**config.mk**
```make
export PLATFORM = sky130hd
export DESIGN_NAME = dmem_dump_arbiter
export DESIGN_NICKNAME = d
export VERILOG_FILES = /design/src/rtl/dmem_arb_pkg.sv /design/src/rtl/dump_sequencer.sv /design/src/rtl/dmem_dump_arbiter.sv
export SDC_FILE = /design/constraint.sdc
export NUM_CORES = 1
export LEC_CHECK = 0
export CAP_MARGIN = 10
export CELL_PAD_IN_SITES_DETAIL_PLACEMENT = 1
export CELL_PAD_IN_SITES_GLOBAL_PLACEMENT = 1
export CORE_AREA = 5 5 196 198
export CTS_CLUSTER_SIZE = 20
export DETAILED_ROUTE_END_ITERATION = 10
export DIE_AREA = 0 0 201 203
export DONT_BUFFER_PORTS = 1
export GPL_TIMING_DRIVEN = 0
export PLACE_DENSITY_LB_ADDON = 0.15
export REMOVE_ABC_BUFFERS = 1
export SYNTH_ARGS = -nofsm -noshare
export SYNTH_HDL_FRONTEND = slang
export SYNTH_SLANG_ARGS = --single-unit
```
**constraint.sdc**
```tcl
create_clock -name CLOCK_50 -period 1.85 [get_ports CLOCK_50]
set_input_delay 0.37 -clock CLOCK_50 [delete_from_list [all_inputs] [get_ports CLOCK_50]]
set_output_delay 0.37 -clock CLOCK_50 [all_outputs]
set_load 0.02 [all_outputs]
```
**src/rtl/dmem_arb_pkg.sv**
```systemverilog
// Shared types and helpers for the data-memory dump arbiter.
// Holds the dump FSM state encoding and the word-to-byte-address mapping.
package dmem_arb_pkg;

  typedef enum logic [1:0] {
    IDLE = 2'd0,
    DUMP = 2'd1,
    DONE = 2'd2
  } dump_state_t;

  localparam int unsigned WORD_BYTES_DEFAULT = 8;

  // Byte address of dumped word idx; callers resize the result to their bus width.
  function automatic logic [63:0] word_addr(input logic [31:0] idx,
                                            input logic [31:0] wordBytes);
    return 64'(idx) * 64'(wordBytes);
  endfunction

endpackage

```
**src/rtl/dump_sequencer.sv**
```systemverilog
// Edge-triggered dump sequencer: detects a rising dump request, walks DEPTH
// word indices, then issues a one-cycle done pulse before releasing the port.
module dump_sequencer
  import dmem_arb_pkg::*;
#(
  parameter int DEPTH = 32,
  parameter int IDX_W = $clog2(DEPTH)
) (
  input  logic             i_clk,
  input  logic             i_rst,
  input  logic             i_dump,
  output logic             o_active,
  output logic             o_dumpValid,
  output logic             o_dumpDone,
  output logic [IDX_W-1:0] o_idx
);

  dump_state_t      r_state;
  dump_state_t      w_nextState;
  logic [IDX_W-1:0] r_idx;
  logic [IDX_W-1:0] w_nextIdx;
  logic             r_dumpQ;
  logic             w_start;

  // The edge register clears on reset, so a request held high across reset starts a dump.
  assign w_start = i_dump & ~r_dumpQ;

  always_ff @(posedge i_clk or posedge i_rst) begin
    if (i_rst) begin
      r_state <= IDLE;
      r_idx   <= '0;
      r_dumpQ <= 1'b0;
    end else begin
      r_state <= w_nextState;
      r_idx   <= w_nextIdx;
      r_dumpQ <= i_dump;
    end
  end

  always_comb begin
    w_nextState = r_state;
    w_nextIdx   = r_idx;
    o_active    = 1'b0;
    o_dumpValid = 1'b0;
    o_dumpDone  = 1'b0;
    case (r_state)
      IDLE: begin
        if (w_start) begin
          w_nextState = DUMP;
          w_nextIdx   = '0;
        end
      end
      DUMP: begin
        o_active    = 1'b1;
        o_dumpValid = 1'b1;
        if (r_idx == IDX_W'(DEPTH - 1)) begin
          w_nextState = DONE;
          w_nextIdx   = '0;
        end else begin
          w_nextIdx = r_idx + IDX_W'(1);
        end
      end
      DONE: begin
        o_active    = 1'b1;
        o_dumpDone  = 1'b1;
        w_nextState = IDLE;
      end
      default: begin
        w_nextState = IDLE;
        w_nextIdx   = '0;
      end
    endcase
  end

  assign o_idx = r_idx;

endmodule

```
**src/rtl/dmem_dump_arbiter.sv**
```systemverilog
// Data-memory port arbiter: passes MEM-stage accesses through and, on a dump
// request, stalls the pipeline while the sequencer streams memory out.
module dmem_dump_arbiter
  import dmem_arb_pkg::*;
#(
  parameter int N          = 64,
  parameter int DEPTH      = 32,
  parameter int WORD_BYTES = WORD_BYTES_DEFAULT
) (
  input  logic         CLOCK_50,
  input  logic         reset,
  input  logic         dump,
  input  logic [N-1:0] cpu_addr,
  input  logic [N-1:0] cpu_wdata,
  input  logic         cpu_we,
  output logic [N-1:0] cpu_rdata,
  output logic         cpu_stall,
  output logic [N-1:0] mem_addr,
  output logic [N-1:0] mem_wdata,
  output logic         mem_we,
  input  logic [N-1:0] mem_rdata,
  output logic         dump_valid,
  output logic [N-1:0] dump_addr,
  output logic [N-1:0] dump_data,
  output logic         dump_done
);

  localparam int IDX_W = $clog2(DEPTH);

  logic             w_active;
  logic             w_dumpValid;
  logic             w_dumpDone;
  logic [IDX_W-1:0] w_idx;
  logic [N-1:0]     w_dumpAddr;

  dump_sequencer #(
    .DEPTH(DEPTH),
    .IDX_W(IDX_W)
  ) u_seq (
    .i_clk      (CLOCK_50),
    .i_rst      (reset),
    .i_dump     (dump),
    .o_active   (w_active),
    .o_dumpValid(w_dumpValid),
    .o_dumpDone (w_dumpDone),
    .o_idx      (w_idx)
  );

  assign w_dumpAddr = N'(word_addr(32'(w_idx), 32'(WORD_BYTES)));

  // The CPU owns the port by default; the dumper takes over the address and
  // blocks writes for the whole stalled window, including the done cycle.
  always_comb begin
    mem_addr  = cpu_addr;
    mem_wdata = cpu_wdata;
    mem_we    = cpu_we;
    cpu_rdata = mem_rdata;
    dump_addr = '0;
    dump_data = '0;
    if (w_active) begin
      mem_we    = 1'b0;
      cpu_rdata = '0;
    end
    if (w_dumpValid) begin
      mem_addr  = w_dumpAddr;
      dump_addr = w_dumpAddr;
      dump_data = mem_rdata;
    end
  end

  assign cpu_stall  = w_active;
  assign dump_valid = w_dumpValid;
  assign dump_done  = w_dumpDone;

endmodule

```
==> results.cfg, run 1 <==
[status]
outcome = finished, violations left
failed_checks = setup timing

[global_routing]
met1_use_gr_pct = 8.02
global_route_wire_length_before_repair_mm = 21.9
globalRouteMet2Util_pct = 10.8
grt_use_met3_pct = 6.85
globalRoute.busiestLayer = met2
antenna_found_initial = 0
gr-usage-all-layers_pct = 7.37
globalRoute.totalOverflow = 0
vias_in_the_first_global_route = 2346
pin_count_of_the_biggest_net_entering_global_routing = 48

[floorplanning]
io_pins = 520
floorplan.core_area_mm2 = 0.0363
dieWidth_um = 201
num_rows = 70
initial_utilization_pct = 7.69
fp.dieH_um = 203
die_area_mm2 = 0.0408

[hold_path]
worst_hold_path_type = in2async

[pwr]
internal_power_mw = 2.95
totalPowerFinal_mw = 6.95
vdd.ir_drop.worst_mv = 0.424
power-per-cell-area_mw_per_mm2 = 1690
reported_net_switching_power_mw = 4.00
share_clk_of_total_power_pct = 5.2
cellLeakagePower_nw = 1.86
swShare_pct = 57.6
power.sequential.fraction_pct = 3.7
power.share.combinational_pct = 91.1

[job]
max-cap-violations = 0

[synth]
ys_warn_count = 0
syn_area_mm2 = 0.00279
synth.ff_latch_count = 8
synth.lib_cells_used.distinct = 27
number_of_instances_in_the_synthesized_netlist = 391
synth-seq-area-share_pct = 7.17
synthesis.area_per_instance_um2 = 7.15

[sta]
report.final.setup_viol = 129
fin_worst_skew_ns = 0.00128
final_critical_path_setup_slack_ns = -0.103
report.final.hold_viol_count = 0
max_freq_mhz = 512
period_minus_slack_ns = 1.95
finalCritPeriodShare_pct = 106
fin_worst_hold_slack_ns = 0.00849
grt_setup_unrepaired = true
report.final.slew_viol_count = 0
setup_total_negative_slack_ns = -8.24

[cts]
insertion_delay_of_the_later_clocked_pin_in_the_worst_skew_pair_ns = 0.23
cts_root_buffer = sky130_fd_sc_hd__clkbuf_16
cts.sink_count = 8
cts_buffer_depth = 2
clkSlewWorstSetupHoldPaths_ns = 0.04
cts-buffers-inserted = 3
cts_max_level = 1
tritoncts = built
hold_buffers = 0

[finish]
finalNetCount = 541
layout.area.seq_um2 = 203
num_antenna_cells = 0
design_area_mm2 = 0.00411
area_growth_from_synthesis_to_layout_pct = 47.1
final_layout_size_suffix_gt1_share_pct = 66.0
multiInputGateArea_mm2 = 0.00261
n_fill_cell = 4230

[critical_path]
crit_path_max_incr_delay_ns = 0.40
critical_path.n_buffers_inverters = 2
setup.worst_path.end_class = output pin
timing.critical_path.max_delay_family = flip-flops
worst-endpoint-arrival_ns = 1.58
start_kind = register
critical_path_required_ns = 1.48
setup.worst_path.class = reg2out
critPathSlowestCell = sky130_fd_sc_hd__dfrtp_1
timing.critical_path.cells = inv_2 > ha_4 > buf_12 > mux2_4
path_max_fanout = 7

[placement]
place.detailed.hpwl_mm = 13.9
placement.cell_area_mm2 = 0.00264
place.gp.congestion = 0.696
numPortBuffers = 0

[drt]
firstDrtPassIters = 4
drt_iter0_drc = 120
post-route-drc-count = 0
route.final.wire_length_mm = 19.9
vias = 2296
routed_via_density = 2.85
detail_route.wl_per_cell_um = 24.7
ant_nets_after_route = 0
[placed cells by master, fill, tap and decap left out, drive strengths merged, types with 5 or more instances in the layout]
master / n
nor2b: 103
dfrtp: 8
ha: 5
mux2: 5
conb: 59
inv: 9
and2: 71
clkbuf: 14
and2b: 23
buf: 20
[layer usage]
layer / vias to the layer above / part of all wire, %
li1: 899 / -
met1: 1082 / 37
met2: 301 / 44
met3: 10 / 18
met4: 4 / 0.22
met5: - / 0.88
[logic make-up after synthesis]
family | count (synthesis) | synth area share [%]
AND/OR/NAND/NOR | 204 | 46.8
buffers and inverters | 154 | 37.8
AO/OA/AOI/OAI | 11 | 2.78
multiplexers | 8 | 3.09
flip-flops | 8 | 7.17
adder cells (fa/ha/maj) | 5 | 2.24
other | 1 | 0.134
[final timing paths]
path,depth (start not counted),start,end,slack [ns]
hold / removal,1,reset,u_seq.o_idx[4],0.008
setup / recovery,4,u_seq.r_state[1],mem_addr[6],-0.10
min in group CLOCK_50,0,dump,u_seq.r_dumpQ,0.17
max in group asynchronous,1,reset,u_seq.o_idx[0],1.54
hold reg to reg,1,u_seq.o_idx[0],u_seq.o_idx[0],0.55
setup reg to reg,7,u_seq.r_state[1],u_seq.o_idx[3],0.04
[metrics by stage]
stage,utilization [%],setup WS (ns),std cells
after detailed placement,7.25,-0.328,774
after global routing,11.3,-0.164,806
after global placement,7.08,-2.78,772
final,11.3,-0.103,806
after floorplan,-,-1.56,304
after CTS,8.80,-0.165,784
[layout make-up]
type / instances / area share (%)
Timing Repair Buffer: 31 / 14.8
Inverter: 9 / 0.822
Clock buffer: 3 / 1.83
Multi-Input combinational cell: 287 / 63.4
Sequential cell: 8 / 4.93
Tap cell: 468 / 14.2
[cells in the mapped netlist]
cell type | count | area share [%]
sky130_fd_sc_hd__buf_4 | 124 | 33
sky130_fd_sc_hd__nor2b_1 | 103 | 23
sky130_fd_sc_hd__and2_1 | 71 | 16
sky130_fd_sc_hd__and2b_1 | 23 | 6.2
sky130_fd_sc_hd__clkbuf_1 | 15 | 2.0
sky130_fd_sc_hd__inv_1 | 9 | 1.2
sky130_fd_sc_hd__dfrtp_1 | 8 | 7.2
sky130_fd_sc_hd__ha_1 | 5 | 2.2
sky130_fd_sc_hd__mux2_2 | 5 | 2.0
sky130_fd_sc_hd__buf_2 | 4 | 0.72
sky130_fd_sc_hd__a21oi_1 | 3 | 0.54
sky130_fd_sc_hd__mux2i_1 | 3 | 1.1
sky130_fd_sc_hd__nand2_1 | 3 | 0.40
sky130_fd_sc_hd__o21ai_0 | 2 | 0.36
sky130_fd_sc_hd__a221oi_1 | 1 | 0.31
sky130_fd_sc_hd__a221oi_2 | 1 | 0.54
sky130_fd_sc_hd__and3_1 | 1 | 0.22
sky130_fd_sc_hd__and3b_1 | 1 | 0.31
sky130_fd_sc_hd__buf_6 | 1 | 0.40
sky130_fd_sc_hd__clkbuf_2 | 1 | 0.18
sky130_fd_sc_hd__conb_1 | 1 | 0.13
sky130_fd_sc_hd__nand2b_4 | 1 | 0.49
sky130_fd_sc_hd__nand3_1 | 1 | 0.18
sky130_fd_sc_hd__o211ai_1 | 1 | 0.27
sky130_fd_sc_hd__o21a_1 | 1 | 0.27
sky130_fd_sc_hd__o22ai_1 | 1 | 0.22
sky130_fd_sc_hd__o31ai_1 | 1 | 0.27
[state kept, by name, indices dropped and copies added (netlist names)]
signal,cells
u_seq.o_idx,5
u_seq.r_state,2
u_seq.r_dumpQ,1
[power by group through the flow]
stage / combinational (mW) / clock [mW] / sequential [mW]
final: 6.33 / 0.364 / 0.258
after global routing: 6.67 / 0.390 / 0.266
after detailed placement: 3.56 / 0 / 0.253
after CTS: 4.54 / 0.378 / 0.253
after global placement: 2.96 / 0 / 0.254
after floorplan: 2.95 / 0 / 0.233
[repair_timing]
action,in CTS,in global routing
endpoints found under the setup margin,204,195
cloned,1,14
pin swaps,3,7
buffers inserted,6,8
resized for setup,186,165
(Power assumes the default switching activity.)
==> run 2: changes to the inputs <==
SKIP_CTS_REPAIR_TIMING = 1   (was default)
==> run 2 against run 1 <==
First-iteration DRC count decreased by 1.7%. Via count increased by 6.1%. The flow still finishes with violations (setup timing). Die area stayed put. Largest power group unchanged. Total power grew 8.3%.
==> results.cfg, run 2 (synthesized netlist as in run 1, its figures left out) <==
[status]
outcome = finished, violations left
failed_checks = setup timing

[placement]
place.gp.congestion = 0.696
place.detailed.hpwl_mm = 13.9
placed_cells_incl_taps = 774
numPortBuffers = 0
placement.cell_area_mm2 = 0.00264

[critical_path]
setup.worst_path.class = reg2out
critPathSlowestCell = sky130_fd_sc_hd__dfrtp_1
reg2reg_setup_slack_ns = -0.06
crit_path_start = u_seq.r_state[1]
worst-endpoint-arrival_ns = 1.65
rr_worst_depth = 7
path_max_fanout = 6
worst_r2r_endpoint = u_seq.o_idx[3]
start_kind = register
crit_path_max_incr_delay_ns = 0.39
timing.critical_path.cells = inv_2 > ha_4 > buf_4 > buf_6 > clkbuf_16 > and2b_1
reg2reg_from = u_seq.r_state[1]
setup.worst_path.end_class = output pin
setup.worst_path.end = mem_addr[56]
critical_path_required_ns = 1.48

[cts]
cts_buffer_depth = 2
clkSlewWorstSetupHoldPaths_ns = 0.04
cts-buffers-inserted = 3
cts_root_buffer = sky130_fd_sc_hd__clkbuf_16
cts.sink_count = 8
cts_max_level = 1
tritoncts = built
insertion_delay_of_the_later_clocked_pin_in_the_worst_skew_pair_ns = 0.23

[global_routing]
global_route_wire_length_before_repair_mm = 20.1
antenna_found_initial = 0
vias_in_the_first_global_route = 2236
gr-usage-all-layers_pct = 6.64
globalRoute.totalOverflow = 0
pin_count_of_the_biggest_net_entering_global_routing = 92

[floorplanning]
initial_utilization_pct = 7.69
num_rows = 70
fp.dieH_um = 203
die_area_mm2 = 0.0408
floorplan.core_area_mm2 = 0.0363
dieWidth_um = 201
io_pins = 520

[pwr]
totalPowerFinal_mw = 7.53
power.share.combinational_pct = 91.7
reported_net_switching_power_mw = 4.20
power-per-cell-area_mw_per_mm2 = 1750
share_clk_of_total_power_pct = 4.9
vdd.ir_drop.worst_mv = 0.398
internal_power_mw = 3.33
power.sequential.fraction_pct = 3.4
swShare_pct = 55.8
cellLeakagePower_nw = 1.94

[sta]
fin_worst_skew_ns = 0.00131
period_minus_slack_ns = 2.02
grt_setup_unrepaired = true
finalCritPeriodShare_pct = 109
report.final.setup_viol = 186
report.final.hold_viol_count = 0
final_critical_path_setup_slack_ns = -0.168
report.final.slew_viol_count = 0
max_freq_mhz = 496

[finish]
layout.core_utilization_pct = 11.9
stdcell_count = 826
num_antenna_cells = 0
design_area_mm2 = 0.00431
largest_register_ff_count = 5
finalNetCount = 561
area_growth_from_synthesis_to_layout_pct = 54.2
layout_commonest_cell = sky130_fd_sc_hd__nor2b_4
layout.cells.most_common_list = 63 x sky130_fd_sc_hd__nor2b_4, 59 x sky130_fd_sc_hd__and2_4, 59 x sky130_fd_sc_hd__conb_1, 39 x sky130_fd_sc_hd__nor2b_2
final_layout_size_suffix_gt1_share_pct = 69.6

[hold_path]
worst_hold_path_type = in2async

[job]
max-cap-violations = 0

[drt]
post-route-drc-count = 0
detail_route.wl_per_cell_um = 25.1
vias = 2437
route.final.wire_length_mm = 20.7
ant_nets_after_route = 0
routed_via_density = 2.95
firstDrtPassIters = 6
drt_iter0_drc = 118
-- run 2: changes by cell type in the layout (fill, tap and decap cells not counted), moves of 4 or more --
cell,change
sky130_fd_sc_hd__and2_1,+4
sky130_fd_sc_hd__and2_2,+4
sky130_fd_sc_hd__and2_4,-8
sky130_fd_sc_hd__buf_12,+7
sky130_fd_sc_hd__buf_4,+4
sky130_fd_sc_hd__buf_6,+11
sky130_fd_sc_hd__nor2b_1,-9
sky130_fd_sc_hd__nor2b_2,+22
sky130_fd_sc_hd__nor2b_4,-13
-- run 2: final cells by class --
cell class,count,area [um2]
fillers,4205,32000
repair buffers,51,862
inverters,9,33.8
multi-input cells,287,2550
clock buffers,3,75.1
flip-flops and latches,8,203
well taps,468,586
-- run 2: worst min path at each step --
stage                endpoint  depth (start not counted)
3_5_place_dp   u_seq.o_idx[4]                          1
3_3_place_gp   u_seq.o_idx[4]                          1
4_1_cts        u_seq.o_idx[4]                          1
2_1_floorplan  u_seq.o_idx[0]                          1
5_1_grt        u_seq.o_idx[4]                          1
6_report       u_seq.o_idx[2]                          1
-- run 2: through the flow --
step	hold WS (ns)	setup slack (ns)	TNS, ns
detailed placement	0.263	-0.328	-22.16
floorplan	0.186	-1.56	-233.40
CTS	0.0214	-0.579	-64.11
finish	0.00103	-0.168	-15.42
global placement	0.273	-2.78	-434.22
global route	0.0385	-0.206	-23.00
-- run 2: metal layers --
layer  vias to the layer above  share of wire (%)  global-route usage (%)
met5                         -               0.85                    3.33
met1                      1149                 36                    6.93
met2                       335                 44                    9.35
met3                        15                 18                    7.09
met4                         4               0.72                   0.393
li1                        934                  -                       -
-- run 2: power by group through the flow --
stage                     Sequential (mW)  Combinational (mW)  Clock [mW]
after floorplan                     0.233                2.95           0
after detailed placement            0.253                3.56           0
after CTS                           0.252                3.57       0.378
final                               0.257                6.91       0.366
after global routing                0.265                7.22       0.389
after global placement              0.254                2.96           0
-- run 2: critical path: cells and delay by family (launching register included) --
family	cells	cell delay, ns
AND/OR/NAND/NOR	1	0.25
buffers and inverters	4	0.54
adder cells (fa/ha/maj)	1	0.23
flip-flops	1	0.39
